===== src/rtl/demux_pkg.sv =====
// Shared constants and helpers for the 1-to-8 buffered demux.
// Channel count, address width and the one-hot write-enable decode.
package demux_pkg;

  localparam int NUM_CH = 8;
  localparam int ADDR_W = 3;

  function automatic logic [NUM_CH-1:0] onehot8(
    input logic [ADDR_W-1:0] addr
  );
    logic [NUM_CH-1:0] oh;
    oh = '0;
    oh[addr] = 1'b1;
    return oh;
  endfunction

endpackage


===== src/rtl/demux_chan_slot.sv =====
// Single-entry channel buffer: a data word plus its valid flag.
// A write on the same edge as an ack keeps the flag set.
module demux_chan_slot #(
  parameter int WIDTH = 8
) (
  input  logic             clk,
  input  logic             rst_n,
  input  logic             wr_en,
  input  logic [WIDTH-1:0] wdata,
  input  logic             ack,
  output logic [WIDTH-1:0] q,
  output logic             valid
);

  logic [WIDTH-1:0] q_q, q_d;
  logic             valid_q, valid_d;

  always_comb begin
    q_d     = q_q;
    valid_d = valid_q & ~ack;
    if (wr_en) begin
      q_d     = wdata;
      valid_d = 1'b1;
    end
  end

  always_ff @(posedge clk or negedge rst_n) begin
    if (!rst_n) begin
      q_q     <= '0;
      valid_q <= 1'b0;
    end else begin
      q_q     <= q_d;
      valid_q <= valid_d;
    end
  end

  assign q     = q_q;
  assign valid = valid_q;

endmodule


===== src/rtl/demux_8_buf.sv =====
// Registered 1-to-8 demux with chip select and scatter-burst pointer.
// Each output channel buffers one word until its consumer acks it.
module demux_8_buf
  import demux_pkg::*;
#(
  parameter int width = 8
) (
  input  logic              clk,
  input  logic              rst_n,
  input  logic              nCS,
  input  logic [ADDR_W-1:0] addr,
  input  logic              auto_inc,
  input  logic [width-1:0]  din,
  input  logic              din_valid,
  output logic              din_ready,
  output logic [width-1:0]  out1,
  output logic [width-1:0]  out2,
  output logic [width-1:0]  out3,
  output logic [width-1:0]  out4,
  output logic [width-1:0]  out5,
  output logic [width-1:0]  out6,
  output logic [width-1:0]  out7,
  output logic [width-1:0]  out8,
  output logic [NUM_CH-1:0] out_valid,
  input  logic [NUM_CH-1:0] out_ack,
  output logic [ADDR_W-1:0] cur_addr
);

  logic [ADDR_W-1:0] ptr_q, ptr_d;
  logic [ADDR_W-1:0] tgt;
  logic              wr;
  logic [NUM_CH-1:0] we;
  logic [width-1:0]  q [NUM_CH];

  assign tgt = auto_inc ? ptr_q : addr;

  // A full target may be refilled on the edge its consumer acks it.
  assign din_ready = rst_n & ~nCS &
                     (~out_valid[tgt] | out_ack[tgt]);

  assign wr = din_valid & din_ready;
  assign we = wr ? onehot8(tgt) : '0;

  always_comb begin
    ptr_d = ptr_q;
    if (!nCS) begin
      if (!auto_inc) ptr_d = addr;
      else if (wr)   ptr_d = ptr_q + 3'd1;
    end
  end

  always_ff @(posedge clk or negedge rst_n) begin
    if (!rst_n) ptr_q <= '0;
    else        ptr_q <= ptr_d;
  end

  for (genvar i = 0; i < NUM_CH; i++) begin : g_slot
    demux_chan_slot #(.WIDTH(width)) u_slot (
      .clk   (clk),
      .rst_n (rst_n),
      .wr_en (we[i]),
      .wdata (din),
      .ack   (out_ack[i]),
      .q     (q[i]),
      .valid (out_valid[i])
    );
  end

  assign out1     = q[0];
  assign out2     = q[1];
  assign out3     = q[2];
  assign out4     = q[3];
  assign out5     = q[4];
  assign out6     = q[5];
  assign out7     = q[6];
  assign out8     = q[7];
  assign cur_addr = ptr_q;

endmodule


===== config.mk =====
export PLATFORM = sky130hd
export DESIGN_NAME = demux_8_buf
export DESIGN_NICKNAME = d
export VERILOG_FILES = /design/src/rtl/demux_pkg.sv /design/src/rtl/demux_chan_slot.sv /design/src/rtl/demux_8_buf.sv
export SDC_FILE = /design/constraint.sdc
export NUM_CORES = 1
export LEC_CHECK = 0
export BUFFER_PORTS_ARGS = -buffer_cell sky130_fd_sc_hd__buf_2
export CAP_MARGIN = 25
export CORE_MARGIN = 2
export CORE_UTILIZATION = 45
export DETAILED_ROUTE_END_ITERATION = 6
export PLACE_DENSITY = 0.79
export SETUP_SLACK_MARGIN = 0.1
export SYNTH_ARGS = -nofsm -noshare
export SYNTH_HDL_FRONTEND = slang
export SYNTH_SLANG_ARGS = --single-unit
export TNS_END_PERCENT = 30

===== constraint.sdc =====
create_clock -name clk -period 2.5 [get_ports clk]
set_input_delay 0.5 -clock clk [delete_from_list [all_inputs] [get_ports clk]]
set_output_delay 0.5 -clock clk [all_outputs]
set_load 0.005 [all_outputs]

==> impl_results.md <==
- Number of synthesized flops with an enable pin: 0
- Post-route minimum period: approximately 2500 ps
- Final setup violation count: 0
- RSZ-0062 raised after global routing: yes
- Syn Area/Cell: around 14 sq um
- Peak Freq: between 0.4 and 0.5 GHz
- Via/cell ratio: ~5.2
- Syn-to-layout area delta: 36.3%
- WL final: 8.64 mm
- CTS root buf: clkbuf_8
- Crit-path leading delay family: compound AO/OA/AOI/OAI gates
- Hold_buf cts: 0
- Placed inst area: roughly 0.004 sq mm
- Layout cell share with drive strength beyond 1: 61.9%
- Finished Cell Area: 0.00453 sq mm
- CP max FO: 7
- # diodes: 0
- Core footprint: 0.00721 sq mm
- Stages on the worst setup path: 6
- Setup Skew: around 8.1 ps
- Post-synth top flop: dfrtp_1
- Syn_nets: 255
- TritonRoute pass-1 iters: 4
- Synth cell types: 34
- Synth warn: 0
- Final Slew Violations: 0
- Critical path class: reg -> out
- I/O pins: 100
- Min-delay worst type: in -> async
- Post-Layout Cell Count: between 400 and 500
- CTS sink count: 75
- Slew HR: between 50% and 60%
- Die area: 0.00808 sq mm
- Largest net degree at the start of global routing: between 70 and 80
- Lkg Pwr: roughly 2.3 nW
- Filler cell count: between 600 and 700
- Initial antenna violation count: 0
- H-tree levels: 3
- Critical path buffer and inverter count: 1
- Cell breakdown of the critical path: mux2_4 > mux2i_1 > o22ai_1 > a221o_1 > a21oi_2 > buf_2
- Max-cap violations: 0
- Post-Place Setup Slack: -217 ps
- Synth Cell Area: 0.00332 sq mm
- DRC errors left: 0
- Fin util: a little over three fifths
- Routed wire length per instance: 18.7 microns
- Critical path arrival: about 2000 ps
- CTS tree: built
- Total track usage: 20.6%
- Initial Utilization: between 40% and 50%
- Asr flop ratio synth: 100%
- Die Ht: ~90 microns
- Detailed placement HPWL: 5.32 mm
- Insertion delay to the later sink of the worst-skew pair: around 350 ps
- Starting DRT DRC Count: ~140
- Worst Reg-to-Reg Cells: 8
- Remaining antenna violation count after routing: 0
- Period Utilization, post-route: ~100%
- Reg-to-reg endpoint: g_slot[2].u_slot.q[1]
- Syn Inst Count: 230
- Measured slew at the worst slew-check pin: around 660 ps
- Setup ws final: roughly 37 ps
- Chip Width: approximately 90 microns
- R2R setup slack: between 30 and 40 ps
- Fin nets: 382
- Buffers on Ports: roughly 100
- Status: completed
- Final hold vios: 0
- Routability congestion estimate: 0.950
- First-pass GRT wire length: about 13 mm
- Clk buf depth: 2
- Row cnt: 31
- Max incr delay on CP: 400 ps
- Startpoint Class: register
- Worst R2R Start: cur_addr[0]
- DR vias: roughly 2,400
- CP required: ~2000 ps
- Critical-path top delay cell: dfrtp_1
- Worst-path clk slew: about 80 ps
- Num CTS Buffers: 9
- Multi-input gate area: 0.00153 sq mm
- Crit. End Element: output pin
- Worst hold slack: approximately 110 ps
- PwrDens: about 870 mW/mm^2
- Sequential fraction of the synthesis area: roughly 57%
- Synth Register Bits: 75
- Placed cell count: 431
- Sequential cell area: 0.00188 sq mm
- GRT overflow: 0
- Worst ir drop on vdd: between 0.3 and 0.4 mV
- Vias in the first global route: about 2,300
-- cells in the mapped netlist (3+ instances only) --
master / n / area [sq um]
a21oi_1: 4 / 20.0
buf_4: 8 / 60.1
dfrtp_1: 75 / 1880
o22ai_1: 4 / 25.0
mux2_2: 46 / 518
mux2i_1: 6 / 60.1
nand2_1: 11 / 41.3
o21ai_0: 8 / 40.0
o21ai_1: 4 / 20.0
a2bb2oi_1: 3 / 26.3
nand3_4: 7 / 123
inv_1: 10 / 37.5
mux2_4: 17 / 255
-- per-layer routing --
metal	share of wire, %	track usage [%]	up-vias
li1	-	-	1091
met1	45	27.5	1204
met2	48	32.7	94
met3	5.5	4.95	12
met4	1.6	8.21	0
met5	0	0	-
-- cell type report --
class,count,share of cell area [%]
Timing Repair Buffer,122,16.3
Multi-Input combinational cell,139,33.9
Inverter,10,0.829
Sequential cell,75,41.5
Clock inverter,6,1.96
Tap cell,99,2.74
Clock buffer,10,2.82
-- cells by family after synthesis --
group,share of synthesized area (%)
xor gates and xnor gates,0.264
buffers and inverters,4.03
and+or+nand+nor,6.86
muxes,26.5
AOI/OAI and AO/OA,5.50
DFF,56.5
adders and majority gates,0.377
-- metrics by stage --
step	setup TNS, ps	total power, W
2_1_floorplan	0	0.00225
3_3_place_gp	-7290	0.00274
3_5_place_dp	-11920	0.00278
4_1_cts	0	0.00383
5_1_grt	-23.0	0.00414
6_report	0	0.00393
-- timing repair --
item | in CTS | in global routing
pin swaps | 2 | 7
setup endpoints to repair | 25 | 65
gates cloned | 2 | 6
resized for setup | 3 | 32
setup buffers | 2 | 3
-- flip-flops by register name, summed over array words and instances (netlist names) --
| signal | cells |
|---|---|
| g_slot.u_slot.q | 64 |
| g_slot.u_slot.valid | 8 |
| cur_addr | 3 |
-- worst register-to-register path, delay by kind of cell, from the launching register on --
kind            cells  cell delay [ps]
simple gates        1              190
compound gates      3              660
flops               1              400
buf+inv             1              230
mux                 3              860
-- layout by cell type, fill, tap and decap left out, drive strengths merged, types with 2 or more instances in the layout --
cell / count
bufinv: 2
inv: 11
clkinvlp: 2
o22ai: 4
a21oi: 5
nand2b: 2
nor2: 2
buf: 121
nand2: 11
dfrtp: 75
a2bb2oi: 3
o21ai: 12
mux2i: 7
nand3: 16
mux2: 65
clkbuf: 11
-- where the power goes --
group          internal (W)  switching [W]
combinational      0.000693       0.000446
clock              0.000564       0.000469
sequential          0.00156       0.000201
total               0.00281        0.00112
-- worst max-delay path by stage --
stage / endpoint / startpoint
after floorplan: g_slot[5].u_slot.q[0] / auto_inc
after global placement: g_slot[4].u_slot.q[7] / auto_inc
after detailed placement: g_slot[4].u_slot.q[7] / auto_inc
after CTS: din_ready / cur_addr[0]
after global routing: din_ready / cur_addr[0]
final: din_ready / cur_addr[0]
Note: power is estimated with default switching activity, not from simulation.
